--- config.mk ---
export PLATFORM = sky130hd
export DESIGN_NAME = led_blink_timer
export DESIGN_NICKNAME = d
export VERILOG_FILES = /design/src/rtl/led_blink_timer_pkg.sv /design/src/rtl/led_blink_timer_tick_gen.sv /design/src/rtl/led_blink_timer.sv
export SDC_FILE = /design/constraint.sdc
export NUM_CORES = 1
export LEC_CHECK = 0
export CAP_MARGIN = 20
export CORE_ASPECT_RATIO = 1.2
export CORE_MARGIN = 2
export CORE_UTILIZATION = 54
export CTS_CLUSTER_DIAMETER = 120
export DETAILED_ROUTE_END_ITERATION = 8
export PLACE_DENSITY = 0.87
export SYNTH_ARGS = -nofsm -noshare
export SYNTH_HDL_FRONTEND = slang
export SYNTH_SLANG_ARGS = --single-unit
--- constraint.sdc ---
create_clock -name clk -period 3.22 [get_ports clk]
set_input_delay 0.644 -clock clk [delete_from_list [all_inputs] [get_ports clk]]
set_output_delay 0.644 -clock clk [all_outputs]
set_load 0.005 [all_outputs]
--- src/rtl/led_blink_timer_pkg.sv ---
// Shared register map and CTRL bit layout for the LED blink timer.
package led_blink_timer_pkg;

  // Register offsets within the 4-word window (per_addr[1:0]).
  typedef enum logic [1:0] {
    RegCtrl     = 2'd0,
    RegPeriod   = 2'd1,
    RegCount    = 2'd2,
    RegPrescale = 2'd3
  } reg_off_e;

  // CTRL bit positions.
  localparam int unsigned CtrlEn   = 0;
  localparam int unsigned CtrlMan  = 1;
  localparam int unsigned CtrlMode = 2;
  localparam int unsigned CtrlIe   = 3;
  localparam int unsigned CtrlIfg  = 4;

  localparam int unsigned CtrlWidth = 5;

endpackage

--- src/rtl/led_blink_timer_tick_gen.sv ---
// Prescaler: counts 0..div and pulses tick on the cycle pcnt equals div.
module blink_tick_gen (
  input  logic       clk,
  input  logic       rst,
  input  logic       en,
  input  logic       clr,
  input  logic [7:0] div,
  output logic       tick
);

  logic [7:0] pcnt_q, pcnt_d;

  // Tick and next count; a clear restarts the interval and suppresses the tick.
  always_comb begin
    tick   = en && !clr && (pcnt_q == div);
    pcnt_d = pcnt_q + 8'd1;
    if (!en || clr || (pcnt_q == div)) begin
      pcnt_d = 8'd0;
    end
  end

  // Prescale counter register.
  always_ff @(posedge clk or posedge rst) begin
    if (rst) begin
      pcnt_q <= 8'd0;
    end else begin
      pcnt_q <= pcnt_d;
    end
  end

endmodule

--- src/rtl/led_blink_timer.sv ---
// LED blink timer peripheral: bus registers, interval counter, LED and IRQ.
module led_blink_timer
  import led_blink_timer_pkg::*;
#(
  parameter logic [7:0] BASE_ADDR = 8'h10
) (
  input  logic        clk,
  input  logic        rst,
  input  logic        per_en,
  input  logic [1:0]  per_we,
  input  logic [7:0]  per_addr,
  input  logic [15:0] per_din,
  output logic [15:0] per_dout,
  output logic        led,
  output logic        irq
);

  logic     sel;
  reg_off_e offset;
  logic     ctrl_wr, period_wr, prescale_wr;
  logic     tick, wrap;

  logic        en_q, man_q, mode_q, ie_q, ifg_q, led_q;
  logic        en_d, man_d, mode_d, ie_d, ifg_d, led_d;
  logic [15:0] period_q, period_d;
  logic [15:0] count_q, count_d;
  logic [7:0]  prescale_q, prescale_d;

  assign sel         = per_en && (per_addr[7:2] == BASE_ADDR[7:2]);
  assign offset      = reg_off_e'(per_addr[1:0]);
  assign ctrl_wr     = sel && (offset == RegCtrl) && per_we[0];
  assign period_wr   = sel && (offset == RegPeriod) && (per_we != 2'b00);
  assign prescale_wr = sel && (offset == RegPrescale) && per_we[0];

  // A PERIOD write clears the prescaler so the new interval starts cleanly.
  blink_tick_gen u_tick_gen (
    .clk  (clk),
    .rst  (rst),
    .en   (en_q),
    .clr  (period_wr),
    .div  (prescale_q),
    .tick (tick)
  );

  assign wrap = tick && (count_q == 16'd0);

  // Next-state for control, period, prescale, count and LED state.
  always_comb begin
    en_d       = en_q;
    man_d      = man_q;
    mode_d     = mode_q;
    ie_d       = ie_q;
    ifg_d      = ifg_q;
    led_d      = led_q;
    period_d   = period_q;
    prescale_d = prescale_q;
    count_d    = count_q;

    if (ctrl_wr) begin
      en_d   = per_din[CtrlEn];
      man_d  = per_din[CtrlMan];
      mode_d = per_din[CtrlMode];
      ie_d   = per_din[CtrlIe];
      if (per_din[CtrlIfg]) begin
        ifg_d = 1'b0;
      end
    end

    // Hardware set is applied after the software clear so it wins.
    if (wrap) begin
      led_d = ~led_q;
      ifg_d = 1'b1;
    end

    if (period_wr && per_we[0]) begin
      period_d[7:0] = per_din[7:0];
    end
    if (period_wr && per_we[1]) begin
      period_d[15:8] = per_din[15:8];
    end

    if (prescale_wr) begin
      prescale_d = per_din[7:0];
    end

    if (period_wr) begin
      count_d = period_d;
    end else if (!en_q) begin
      count_d = period_q;
    end else if (tick) begin
      count_d = (count_q == 16'd0) ? period_q : count_q - 16'd1;
    end
  end

  // State registers.
  always_ff @(posedge clk or posedge rst) begin
    if (rst) begin
      en_q       <= 1'b0;
      man_q      <= 1'b0;
      mode_q     <= 1'b0;
      ie_q       <= 1'b0;
      ifg_q      <= 1'b0;
      led_q      <= 1'b0;
      period_q   <= 16'd0;
      prescale_q <= 8'd0;
      count_q    <= 16'd0;
    end else begin
      en_q       <= en_d;
      man_q      <= man_d;
      mode_q     <= mode_d;
      ie_q       <= ie_d;
      ifg_q      <= ifg_d;
      led_q      <= led_d;
      period_q   <= period_d;
      prescale_q <= prescale_d;
      count_q    <= count_d;
    end
  end

  // Read mux; zero unless this block is addressed for a read, so buses can be ORed.
  always_comb begin
    per_dout = 16'd0;
    if (sel && (per_we == 2'b00)) begin
      unique case (offset)
        RegCtrl:     per_dout = {11'd0, ifg_q, ie_q, mode_q, man_q, en_q};
        RegPeriod:   per_dout = period_q;
        RegCount:    per_dout = count_q;
        RegPrescale: per_dout = {8'd0, prescale_q};
        default:     per_dout = 16'd0;
      endcase
    end
  end

  assign led = mode_q ? led_q : man_q;
  assign irq = ie_q & ifg_q;

endmodule

* After elaboration in Yosys (flattened, before gate mapping) *
Cells that the tools add are included.

operators by class
  $add $sub $neg = 2
  multipliers = 0
  div/mod/pow operators = 0
  magnitude comparators = 0
  eq/ne operators = 6
  shifts and indexed selects = 0
  mux-type cells = 13
  bitwise gates (word level) = 2
  reductions and logical operators = 24

operators with widths
  kind                                                 count
  2-to-1 mux 16 bit                                    5
  case mux 16 bit (4 select lines)                     1
  2-to-1 mux 8 bit                                     3
  zero test 16 bit                                     1
  subtractor 16 x 1 -> 16 bit (second input constant)  1
  logical AND 1 bit                                    13
  adder 8 x 1 -> 8 bit (second input constant)         1
  == test 8 bit                                        1
  == test 6 x 3 -> 1 bit (second input constant)       1
  nonzero test 2 bit                                   3
  == test 2 bit (second input constant)                2
  zero test 2 bit                                      2
  2-to-1 mux 1 bit                                     4
  != test 3 bit (second input constant)                1
  == test 2 x 1 -> 1 bit (second input constant)       1
  zero test 1 bit                                      2
  logical OR 1 bit                                     2
  AND reduction 2 bit                                  1
  AND 1 bit                                            1
  inverter 1 bit                                       1

word-level totals
  register bits after elaboration = 54
  bits in latches = 0
  RAM bits = 0
  ROM bits = 0
  input bits = 29
  output and inout port bits = 18
  word-level logic and storage cells = 57
  memories kept = 0

* Depth between registers and ports, before layout *
Gate-level depths: netlist of the first run.

  word-level depth = 10
  depth in mapped cells = 8
  depth with buffers taken out = 8

* Cells and area by module *
Synthesis of the first run repeated with hierarchy kept, for this count alone.

unflattened totals
  cell total of the unflattened synthesis = 339
  area, all modules = 3464.6 sq um

by module, submodules not included
  module           instances  cells an instance  area each (sq um)  seq. area each (sq um)
  led_blink_timer  1          291                2940.3             1151.1
  blink_tick_gen   1          48                 524.3              200.2

* Worst setup path after synthesis of the first run *
Ideal clock, no wire load.

  path type = input to output
  start = input per_addr[5]
  end = output per_dout[10]
  data arrival time = 1.932 ns
  required time = 2.576 ns
  setup slack = 0.644 ns
  stages on the path = 6
  buffers on the path = 2
  cells stage by stage = nor4b_1 -> and2_1 -> clkbuf_1 -> nand2_1 -> clkbuf_1 -> nor2_1

on the way
  word-level cells in the longest chain between the ends = 4

ends and longest elaborated chain
  item                    RTL line                RTL
  start, declared         led_blink_timer.sv:11   input logic [7:0] per_addr,
  == test 6 x 3 -> 1 bit  led_blink_timer.sv:29   assign sel = per_en && (per_addr[7:2] == BASE_ADDR[7:2]);
  logical AND 1 bit       led_blink_timer.sv:29
  logical AND 1 bit       led_blink_timer.sv:123  if (sel && (per_we == 2'b00)) begin
  2-to-1 mux 16 bit       led_blink_timer.sv:123
  end, declared           led_blink_timer.sv:13   output logic [15:0] per_dout,

No other way between the ends.

* Worst setup path after layout of the first run *
  start = input per_addr[5]
  end = output per_dout[2]

Same word-level chain as after synthesis.

==> metrics.yaml, run 1 <==
routing:
  wl_met1_mm: 3.20
  detailedRoute.firstIterationViolations: 204
  drc: 0
  finalWirelength_mm: 8.24
  routedWlPerCell_um: 17.2
  routed.top_layer: "met4"
  num_vias: 2905
  met3RoutedLength_um: 411
  drt-vias-per-instance: 6.08
  ant_nets: 0
  routed-wl-met2_mm: 4.34
  dr.pass1.iters: 5
critical_path:
  reg2reg_slack_ns: 0.60
  crit_fanout: 11
  path_class: "in -> out"
  arrival_ns: 2.41
  cp.required_ns: 2.58
  endpoint_kind: "output pin"
  crit_path_start_kind: "input port"
global_routing:
  grt_max_degree: 55
  track_usage_pct: 27.1
  grt_first_pass_wirelength_mm: 13.6
  grt_pass1_vias: 2884
  antenna_found_initial: 0
  grt_overflow: 0
logic_synthesis:
  synth_area_um2: 3160
  synth-seq-cells: 54
  yosysMostFrequentCell: "nand2_1"
  synth_seq_area_share_pct: 42.7
  synth_edf_count: 0
  syn-num-nets: 373
  yosys-top-cells-area: "dfrtp_1, nand2_1, mux2_2, xor2_1, nor2_1"
  syn_inst: 341
  synth_top_area_share_pct: 42.7
  synth-main-ff-cell: "dfrtp_1"
  ys_types: 47
  synth_area_leader_cell: "dfrtp_1"
  ys_warn_count: 0
  synthTopCellsByCount: "nand2_1, dfrtp_1, nor2_1"
  synthArstFlopShare_pct: 100
  syn_avg_cell_area_um2: 9.28
clocking:
  insertion_delay_ns: 0.31
  hold_buffers: 0
  clk_pin_slew_worst_paths_ns: 0.09
  cts-root-buf: "clkbuf_8"
  clockBufferDepth: 2
  cts_num_sinks: 54
  htreeDepth: 2
  postCtsSetupRepairBufs: 0
  cts_tree: "yes"
  cts_buffers: 5
final_layout:
  multi_input_area_um2: 1720
  final_net_count: 429
  register_area_um2: 1350
  fill_cells: 428
  n_antenna_cell: 0
  final_layout_size_suffix_gt1_share_pct: 15.1
  syn2layout_area_growth_pct: 24.0
die:
  die_h_um: 87.9
  die-width_um: 73.9
  core-area_um2: 5670
  io_pins: 47
  die-area_um2: 6490
  rows: 30
  start_util_pct: 55.8
timing:
  post-route-period-util_pct: 94.9
  clock.fmax_mhz: 327
  setup_ws_ns: 0.164
  skew_ns: 0.00943
  min_period_ns: 3.06
  setup_violations: 0
  finalHoldViolCount: 0
  rsz0062_at_grt: "no"
  slew_headroom_pct: 53.3
  worstMarginPinSlew_ns: 0.700
  maxSlewViolCount: 0
job:
  drv_cap: 0
min_path:
  min_path_type: "reg -> reg"
place:
  gp_congestion: 0.940
  dp_hpwl_mm: 6.22
  port_buffers: 46
  pre_cts_slack_ns: -0.00705
pwr:
  total_power_w: 0.00147
  ir_worst_vdd_mv: 0.272
  power_density_nw_per_um2: 373
  leakage_nw: 1.88
run_status:
  status: "finished, final reports clean"
[cell type report]
| class | count | share of cell area (%) |
|---|---|---|
| Clock inverter | 1 | 0.765 |
| Timing Repair Buffer | 68 | 16.0 |
| Multi-Input combinational cell | 264 | 43.9 |
| Tap cell | 80 | 2.55 |
| Clock buffer | 7 | 1.95 |
| Sequential cell | 54 | 34.4 |
| Inverter | 4 | 0.383 |
[final timing paths]
path	from	endpoint	depth (start not counted)
hold / removal	led_q$_DFFE_PP0P_	led_q$_DFFE_PP0P_	1
max in group asynchronous	rst	ifg_q$_DFFE_PP0P_	3
setup reg to reg	count_q[0]$_DFFE_PP0P_	count_q[2]$_DFFE_PP0P_	7
setup / recovery	per_addr[5]	per_dout[2]	6
min in group asynchronous	rst	period_q[14]$_DFF_PP0_	3
hold reg to reg	led_q$_DFFE_PP0P_	led_q$_DFFE_PP0P_	1
[critical path, cell delays in order]
cell and delay, ns:
clkdlybuf4s50_1 0.41, nor4b_2 0.31, and2_1 0.21, buf_4 0.18, and3_1 0.16, clkdlybuf4s50_1 0.50
[per-layer routing]
layer  up-vias  GRT usage [%]
met4         0           11.4
met1      1442           31.6
met3        25           4.03
met2       111           48.8
met5         -              0
li1       1327              -
[flip-flops by register name, summed over array words and instances (netlist names)]
register	cells
count_q	16
period_q	16
prescale_q	8
u_tick_gen.pcnt_q	8
en_q	1
ie_q	1
ifg_q	1
led_q	1
man_q	1
mode_q	1
[report_power, final]
| group | total [W] | internal, W | leakage [nW] | switching (W) |
|---|---|---|---|---|
| clock network | 0.000449 | 0.000233 | 0.0524 | 0.000216 |
| registers | 0.000740 | 0.000708 | 0.748 | 0.0000326 |
| logic | 0.000276 | 0.000132 | 1.08 | 0.000143 |
| total | 0.00147 | 0.00107 | 1.88 | 0.000392 |
[metrics by stage]
step / hold slack, ns / TNS [ns] / util, % / instances / area [µm²]
2_1_floorplan: 0.436 / 0 / - / 341 / 3160
3_3_place_gp: 0.452 / 0 / 67.2 / 470 / 3810
3_5_place_dp: 0.460 / -0.0194 / 67.2 / 470 / 3810
4_1_cts: 0.476 / 0 / 69.1 / 478 / 3920
5_1_grt: 0.481 / 0 / 69.2 / 478 / 3920
6_report: 0.476 / 0 / 69.2 / 478 / 3920
[logic make-up after synthesis]
kind of cell | Yosys count | share of synthesized area (%)
simple gates | 153 | 22.3
buf+inv | 23 | 3.08
flops | 54 | 42.7
mux | 29 | 12.0
xor+xnor | 23 | 6.37
compound gates | 56 | 12.3
fa+ha+maj | 3 | 1.19
[timing repair]
item / 4_1_cts / 5_1_grt
gates cloned: 0 / 0
setup endpoints to repair: 11 / 12
gates resized for setup: 2 / 2
[cells in the final DEF, fill, tap and decap left out, types with 2 or more instances in the layout]
cell type	n
buf_4	22
inv_1	3
nor4_1	5
and3_1	8
dfrtp_1	54
and2_1	5
clkdlybuf4s50_1	44
o22ai_1	5
a221oi_1	4
o21ai_0	7
a21oi_1	10
ha_1	3
nor3_1	4
xnor2_1	4
nand4_1	3
nor3b_1	3
xor2_1	19
mux2_2	19
nor2_1	40
o221ai_1	4
mux2i_1	5
o31ai_1	4
clkbuf_1	2
nand3_1	12
mux4_2	4
a22oi_1	13
nor2b_1	3
clkbuf_8	5
nand2_1	61
Note: power is estimated with default switching activity, not from simulation.
==> inputs of run 2 (changes only) <==
- SLEW_MARGIN: not set -> 20
==> results of run 2 <==
The final DEF is identical to that of run 1; final timing and power are the same.
